**src/rtl/fma_issue_arb.sv**
```systemverilog
// fma_issue_arb: credit-limited two-requester issue arbiter and response collector for a shared fixed-latency FMA pipeline
module fma_rsp_fifo #(
  parameter int W     = 8,
  parameter int DEPTH = 4
) (
  input  logic                   clk,
  input  logic                   reset_n,
  input  logic                   clr,
  input  logic                   push,
  input  logic [W-1:0]           din,
  input  logic                   pop,
  output logic                   valid,
  output logic [W-1:0]           dout,
  output logic [$clog2(DEPTH):0] cnt
);
  localparam int AW = $clog2(DEPTH);
  logic [W-1:0]  mem [DEPTH];
  logic [AW-1:0] rd, wr;
  logic          do_pop;
  assign valid  = cnt != '0;
  assign do_pop = pop & valid;
  assign dout   = mem[rd];
  always_ff @(posedge clk) begin
    if (!reset_n || clr) begin
      rd  <= '0;
      wr  <= '0;
      cnt <= '0;
    end else begin
      if (push) mem[wr] <= din;
      wr  <= push ? wr + AW'(1) : wr;
      rd  <= do_pop ? rd + AW'(1) : rd;
      cnt <= cnt + {{AW{1'b0}}, push} - {{AW{1'b0}}, do_pop};
    end
  end
endmodule

module fma_issue_arb #(
  parameter int FLEN  = 64,
  parameter int LAT   = 4,
  parameter int DEPTH = 4,
  parameter int TAGW  = 4,
  parameter int OPW   = 3*FLEN+6,
  parameter int RESW  = FLEN+5
) (
  input  logic            clk,
  input  logic            reset_n,
  input  logic            Rq0Valid,
  output logic            Rq0Ready,
  input  logic [OPW-1:0]  Rq0Op,
  input  logic [TAGW-1:0] Rq0Tag,
  input  logic            Rq1Valid,
  output logic            Rq1Ready,
  input  logic [OPW-1:0]  Rq1Op,
  input  logic [TAGW-1:0] Rq1Tag,
  input  logic            Flush0,
  output logic            FmaValid,
  output logic [OPW-1:0]  FmaOp,
  input  logic [RESW-1:0] FmaRes,
  output logic            Rsp0Valid,
  input  logic            Rsp0Ready,
  output logic [RESW-1:0] Rsp0Res,
  output logic [TAGW-1:0] Rsp0Tag,
  output logic            Rsp1Valid,
  input  logic            Rsp1Ready,
  output logic [RESW-1:0] Rsp1Res,
  output logic [TAGW-1:0] Rsp1Tag,
  output logic            Busy
);
  localparam int CW = $clog2(DEPTH+LAT+1)+1;
  localparam int FW = $clog2(DEPTH)+1;
  logic [LAT-1:0]       sv, sid;
  logic [TAGW-1:0]      stag [LAT];
  logic [FW-1:0]        cnt0, cnt1;
  logic [CW-1:0]        inf0, inf1;
  logic                 pref, elig0, elig1, v0, v1, g0, g1, issue, push0, push1;
  logic [RESW+TAGW-1:0] r0, r1;
  always_comb begin
    inf0 = '0;
    inf1 = '0;
    for (int i = 0; i < LAT; i++) begin
      inf0 = inf0 + CW'(sv[i] & ~sid[i]);
      inf1 = inf1 + CW'(sv[i] & sid[i]);
    end
  end
  assign elig0 = (inf0 + CW'(cnt0)) < CW'(DEPTH);
  assign elig1 = (inf1 + CW'(cnt1)) < CW'(DEPTH);
  // Flush removes requester 0 from arbitration so requester 1 can still take the slot
  assign v0       = reset_n & Rq0Valid & elig0 & ~Flush0;
  assign v1       = reset_n & Rq1Valid & elig1;
  assign g1       = v1 & (~v0 | pref);
  assign g0       = v0 & ~g1;
  assign issue    = g0 | g1;
  assign Rq0Ready = g0;
  assign Rq1Ready = g1;
  assign FmaValid = issue;
  assign FmaOp    = g0 ? Rq0Op : g1 ? Rq1Op : '0;
  always_ff @(posedge clk) begin
    if (!reset_n) begin
      sv   <= '0;
      pref <= 1'b0;
    end else begin
      for (int i = LAT-1; i > 0; i--) sv[i] <= sv[i-1] & ~(Flush0 & ~sid[i-1]);
      sv[0] <= issue;
      pref  <= issue ? g0 : pref;
    end
  end
  always_ff @(posedge clk) begin
    for (int i = LAT-1; i > 0; i--) begin
      sid[i]  <= sid[i-1];
      stag[i] <= stag[i-1];
    end
    sid[0]  <= g1;
    stag[0] <= g1 ? Rq1Tag : Rq0Tag;
  end
  assign push0 = sv[LAT-1] & ~sid[LAT-1] & ~Flush0;
  assign push1 = sv[LAT-1] & sid[LAT-1];
  fma_rsp_fifo #(.W(RESW+TAGW), .DEPTH(DEPTH)) u_f0 (
    .clk(clk), .reset_n(reset_n), .clr(Flush0), .push(push0), .din({FmaRes, stag[LAT-1]}),
    .pop(Rsp0Ready), .valid(Rsp0Valid), .dout(r0), .cnt(cnt0)
  );
  fma_rsp_fifo #(.W(RESW+TAGW), .DEPTH(DEPTH)) u_f1 (
    .clk(clk), .reset_n(reset_n), .clr(1'b0), .push(push1), .din({FmaRes, stag[LAT-1]}),
    .pop(Rsp1Ready), .valid(Rsp1Valid), .dout(r1), .cnt(cnt1)
  );
  assign Rsp0Res = r0[TAGW +: RESW];
  assign Rsp0Tag = r0[TAGW-1:0];
  assign Rsp1Res = r1[TAGW +: RESW];
  assign Rsp1Tag = r1[TAGW-1:0];
  assign Busy    = |sv | Rsp0Valid | Rsp1Valid;
endmodule

```
**config.mk**
```make
export PLATFORM = sky130hd
export DESIGN_NAME = fma_issue_arb
export DESIGN_NICKNAME = d
export VERILOG_FILES = /design/src/rtl/fma_issue_arb.sv
export SDC_FILE = /design/constraint.sdc
export NUM_CORES = 1
export LEC_CHECK = 0
export BUFFER_PORTS_ARGS = -buffer_cell sky130_fd_sc_hd__buf_2
export CAP_MARGIN = 25
export CORE_AREA = 10 10 317 319
export CTS_CLUSTER_SIZE = 30
export DETAILED_ROUTE_END_ITERATION = 10
export DIE_AREA = 0 0 327 329
export RECOVER_POWER = 100
export SYNTH_ARGS = -nofsm -noshare
export SYNTH_HDL_FRONTEND = slang
export SYNTH_SLANG_ARGS = --single-unit
```
**constraint.sdc**
```tcl
create_clock -name clk -period 4.5 [get_ports clk]
set_input_delay 0.675 -clock clk [delete_from_list [all_inputs] [get_ports clk]]
set_output_delay 0.675 -clock clk [all_outputs]
set_load 0.02 [all_outputs]
```
* Word level (Yosys, flattened, before mapping)
Memories as Yosys holds them, arrays and structs flattened. A register that Yosys moved wholly into a read port is not among the register bits.
Index checks and enable logic that the tools add are counted.
Widths: inputs -> output; s select.
** Cells by class
- $add $sub $neg :: 16
- Order comparisons :: 2
- Muxes and demuxes :: 13
- Bitwise logic cells :: 44
- Reductions and logical operators :: 5
** Operator list (count)
- $mux 198 :: 2
- $and 1x1->1 :: 22
- $and 1x5->5 :: 4
- $not 1->5 :: 4
- $add 5x5->5 :: 3
- $lt 5x3->1 const B :: 2
- $not 1->1 :: 10
- $add 2x1->2 const B :: 4
- $mux 2 :: 4
- $add 3x1->3 :: 2
- $mux 1 :: 6
- $reduce_bool 3->1 :: 2
- $sub 3x1->3 :: 2
- $add 4x3->5 :: 1
- $add 5x3->5 :: 1
- $add 3x1->4 :: 1
- $mux 4 :: 1
- $or 1x1->1 :: 4
- $reduce_or 4->1 :: 1
- $add 2x1->3 :: 1
- $add 1x1->2 :: 1
- $logic_not 1->1 :: 1
- $logic_or 1x1->1 :: 1
** Word-level totals
- Flip-flop bits (word level) :: 23
- Bits in writable memories :: 600
- Input port bits :: 480
- Output and inout bits :: 350
- Logic and storage cells :: 92
- Memories kept :: 3
** Memories
- u_f0.mem :: words 4, bits a word 73, read ports 1, clocked after memory_dff 1, wr ports 1, RTL line 17 : logic [W-1:0] mem [DEPTH];
- u_f1.mem :: words 4, bits a word 73, read ports 1, clocked after memory_dff 1, wr ports 1, RTL line 17
- stag :: words 4, bits a word 4, read ports 4, clocked after memory_dff 0, wr ports 4, RTL line 72 : logic [TAGW-1:0] stag [LAT];

* Longest topological paths before layout
- Word-level depth :: 15
- Depth in mapped cells :: 13
- Depth with buffers taken out :: 10

* Cells and area by module
From an unflattened synthesis, not the netlist that was laid out.
** Unflattened totals
- Cell total of the unflattened synthesis :: 1174
- Area, all modules :: 25081.6 µm²
** By module, submodules not included
- fma_rsp_fifo :: instances 2, cells each 427, area an instance 11095.6 µm², seq. area each 8948.6 µm²
- fma_issue_arb :: instances 1, cells each 320, area an instance 2890.3 µm², seq. area each 500.5 µm²

* Least setup slack after synthesis
OpenSTA, ideal clock, no wires.
- Kind :: register to output
- From :: register sv[3]
- To :: output port FmaOp[100]
- Data arrival time :: 2.792 ns
- Required time :: 3.825 ns
- Slack :: 1.033 ns
- Cell stages (with the launch flop) :: 13
- Path buffers :: 3
- Cell sequence :: dfxtp_1 > nor2b_1 > inv_1 > fa_1 > inv_1 > ha_1 > and3b_1 > o21ai_0 > o211a_1 > buf_4 > buf_6 > buf_6 > a22o_1
** On the way
- Cells in the longest elaborated chain, start to end :: 12
- Elaborated cells between the ends (all ways) :: 18
- Those cells by class :: add/sub (4); order compare (2); mux (2); bitwise (10)
** Ends and longest elaborated chain
- start, declared :: RTL line 71 : logic [LAT-1:0] sv, sid;
- start signal, assigned :: RTL line 99 : sv <= '0;
- $and 1x5->5 :: RTL line 81 : inf0 = inf0 + CW'(sv[i] & ~sid[i]);
- $add 5x5->5 :: RTL line 81
- $add 5x3->5 :: RTL line 85 : assign elig0 = (inf0 + CW'(cnt0)) < CW'(DEPTH);
- $lt 5x3->1 :: RTL line 85
- $and 1x1->1 (2 in a row) :: RTL line 88 : assign v0 = reset_n & Rq0Valid & elig0 & ~Flush0;
- $not 1->1 :: RTL line 90 : assign g1 = v1 & (~v0 | pref);
- $or 1x1->1 :: RTL line 90
- $and 1x1->1 :: RTL line 90
- $not 1->1 :: RTL line 91 : assign g0 = v0 & ~g1;
- $and 1x1->1 :: RTL line 91
- $mux 198 (*) :: RTL line 96 : assign FmaOp = g0 ? Rq0Op : g1 ? Rq1Op : '0;
- end, declared :: RTL line 57 : output logic [OPW-1:0] FmaOp,
Every way passes the cells marked *; elsewhere a longest branch is shown, timed or not.

* Worst setup path in the final report
- From :: register sv[3]
- To :: output port FmaOp[83]
Same word-level chain as after synthesis.

==> flow_metrics.env <==
export IMPL_status="complete, but fails checks"
export IMPL_violations="max-capacitance violations, max-slew violations"
export IMPL_synth_seq_cells=627
export IMPL_slew_headroom=-1.10
export IMPL_synthesis_area_um2=24700
export IMPL_dr_pass1_iters=5
export IMPL_synth_top_family_by_area="multiplexers"
export IMPL_start_kind="flip-flop"
export IMPL_root_buffer="clkbuf_16"
export IMPL_setup_tns_ns=0
export IMPL_utilization=0.343
export IMPL_route_detailed_drc=0
export IMPL_synthCells=1170
export IMPL_mostFrequentLayoutCell="edfxtp_1"
export IMPL_synthFlopType="edfxtp_1"
export IMPL_io_pins=830
export IMPL_hold_class="input pin to flip-flop"
export IMPL_seq_area_frac_synth=0.744
export IMPL_numCtsBuffers=55
export IMPL_place_gp_congestion=1.08
export IMPL_layout_common_cells="edfxtp_1 (584), buf_2 (425), clkbuf_1 (231), clkbuf_2 (200), a22o_1 (198)"
export IMPL_p_leak_nw=11.5
export IMPL_reg2regPathDepth=3
export IMPL_setup_viol=0
export IMPL_crit_path_end_kind="output pin"
export IMPL_wl_per_cell_um=42.2
export IMPL_drive_above_1_share=0.433
export IMPL_seqPwrFrac=0.466
export IMPL_fin_crit_sh=0.980
export IMPL_die_area_um2=108000
export IMPL_min_period_ns=4.41
export IMPL_cp_depth=12
export IMPL_yosys_cell_types_count=34
export IMPL_drv_slew=316
export IMPL_synth_xor_xnor_area_share=0.00354
export IMPL_timing_worst_setup_path_type="flip-flop to output pin"
export IMPL_rows=113
export IMPL_worst_pin_slew_ns=3.14
export IMPL_p_clk_frac=0.352
export IMPL_timing_rr_end="u_f1.mem[2][56]"
export IMPL_grt_remaining_overflow=0
export IMPL_worstPathRequired_ns=3.83
export IMPL_cp_arrival_ns=3.73
export IMPL_crit_end="FmaOp[83]"
export IMPL_hpwl_mm=117
export IMPL_initialDrtViolationCount=1606
export IMPL_post_dp_cell_area_um2=30500
export IMPL_switchingPower_mw=3.88
export IMPL_final_cell_area_um2=32300
export IMPL_crit_path_start="sv[3]"
export IMPL_die_y_um=329
export IMPL_p_total_mw=14.1
export IMPL_cts_tree="done"
export IMPL_synth_compound_area_frac=0.0726
export IMPL_grt_usage=0.255
export IMPL_syn_area_per_cell_um2=21.1
export IMPL_die_w_um=327
export IMPL_ys_warn_count=0
export IMPL_skew_ns=0.0228
export IMPL_final_nets=2521
export IMPL_slowest_stage="fa_1"
export IMPL_pwr_density_cell_nw_per_um2=436
export IMPL_finalNonFillerCells=3398
export IMPL_synth_edff_count=584
export IMPL_placed_cells=3220
export IMPL_clk_latency_ns=0.61
export IMPL_max_stage_delay_ns=0.50
export IMPL_critPathBufInv=5
export IMPL_rrSetupSlack_ns=0.34
export IMPL_grt_first_pass_wirelength_mm=180
export IMPL_clockBufferDepth=3
export IMPL_p_int_mw=10.2
export IMPL_peakVddDrop_mv=0.276
export IMPL_hold_viol=0
export IMPL_cp_top_family="buffers and inverters"
export IMPL_vias=16700
export IMPL_antenna_found_initial=191
export IMPL_crit_path_max_fanout=45
export IMPL_maxCapViolCount=8
export IMPL_grt_pass1_vias=17300
export IMPL_syn_nets=1670
export IMPL_cts_sinks=627
export IMPL_crit_chain="and2_1, inv_1, fa_1, inv_1, ha_1, nand4_1, nand3_2, a31oi_4, buf_12, buf_8, a22o_1, clkbuf_2"
export IMPL_r2r_start="sv[3]"
export IMPL_path_clk_slew_ns=0.07
export IMPL_io_buffers=829
export IMPL_fmax_mhz=227
export IMPL_nFillCells=9247
export IMPL_htree_levels=2
export IMPL_synthAdderAreaFrac=0.0113
export IMPL_cpMostUsedCell="inv_1"
export IMPL_core_area_um2=94300
export IMPL_viasPerCell=4.91
export IMPL_power_frac_comb=0.182
export IMPL_synthMuxAreaShare=0.135
export IMPL_synthSimpleGateAreaFrac=0.0121
export IMPL_async_flop_share=0
export IMPL_antenna_left=0
export IMPL_swShare=0.275
export IMPL_wirelength_mm=144
export IMPL_initial_utilization=0.262
export IMPL_area_growth_pct=30.7
export IMPL_grt_max_degree=91
## metal layers
metal | vias to the layer above | global-route usage | part of all wire | wire length, um
li1 | 6744 | - | - | -
met3 | 393 | 0.0918 | 0.088 | 12700
met2 | 1007 | 0.492 | 0.55 | 79400
met5 | - | 0 | 0.0012 | 179
met1 | 8520 | 0.228 | 0.29 | 41900
met4 | 24 | 0.138 | 0.065 | 9330
## through the flow
stage,setup WS [ns],hold slack [ns]
floorplan,1.03,0.310
global placement,0.675,0.311
detailed placement,0.686,0.313
CTS,0.00167,0.263
global route,-0.0233,0.287
finish,0.0913,0.308
## power groups by stage
stage | Combinational (mW) | Clock, mW | Sequential (mW)
2_1_floorplan | 1.51 | 0 | 6.57
3_3_place_gp | 2.61 | 0 | 6.71
3_5_place_dp | 2.61 | 0 | 6.71
4_1_cts | 2.63 | 5.08 | 6.59
5_1_grt | 2.71 | 5.30 | 6.60
6_report | 2.56 | 4.96 | 6.57
## cell usage after synthesis, types with 4 or more instances
| master | n | area share |
|---|---|---|
| edfxtp_1 | 584 | 0.71 |
| a22o_1 | 198 | 0.070 |
| mux4_2 | 146 | 0.13 |
| dfxtp_1 | 43 | 0.035 |
| buf_2 | 41 | 0.0083 |
| clkbuf_1 | 23 | 0.0035 |
| inv_1 | 20 | 0.0030 |
| ha_1 | 16 | 0.0081 |
| nand2_1 | 16 | 0.0024 |
| nor2_1 | 15 | 0.0023 |
| buf_6 | 13 | 0.0059 |
| and3_1 | 8 | 0.0020 |
| xnor2_1 | 6 | 0.0021 |
| a21oi_1 | 5 | 0.0010 |
| and2_1 | 5 | 0.0013 |
| fa_1 | 4 | 0.0032 |
| mux2_2 | 4 | 0.0018 |
| xor2_1 | 4 | 0.0014 |
## what timing repair did
action / 4_1_cts / 5_1_grt
endpoints found under the setup margin: 0 / 67
buffers inserted: 0 / 5
hold buffers: 0 / 0
resized for setup: 0 / 5
## state kept, by name (all words and copies together) (netlist names), 3 cells and up, named ones only
register,count
stag,16
u_f0.cnt,3
u_f0.mem,292
sv,4
sid,4
u_f1.mem,292
u_f1.cnt,3
## kinds of logic after synthesis
family / count (synthesis)
buffers and inverters: 100
adder cells (fa/ha/maj): 20
multiplexers: 150
XOR/XNOR: 10
AO/OA/AOI/OAI: 207
flip-flops: 627
AND/OR/NAND/NOR: 56
## cell type report
class                      count  area, um2  area share
antenna                       65        163     0.00503
clock buffer                  66       1450      0.0448
inverter                      21       78.8     0.00244
sequential                   627      18400       0.570
multi-input combinational    443       5810       0.180
clock inverter                38        465      0.0144
timing repair buffer         873       4360       0.135
tap                         1265       1580      0.0490
## worst min path at each step
stage                     slack [ns]          to  startpoint  cells after the start
final                           0.31  stag[0][0]   Rq1Tag[0]                      2
after global routing            0.29  stag[0][0]   Rq1Tag[0]                      2
after CTS                       0.26  stag[0][0]   Rq1Tag[0]                      2
after detailed placement        0.31  stag[2][1]  stag[1][1]                      0
after global placement          0.31  stag[3][0]  stag[2][0]                      0
after floorplan                 0.31  stag[1][0]  stag[0][0]                      0
## worst reg2reg max path, delay by kind of cell, from the launching register on
kind	cells	cell delay (ns)
buffers and inverters	1	0.82
flip-flops	1	0.35
AND/OR/NAND/NOR	2	2.61
(Power assumes the default switching activity.)
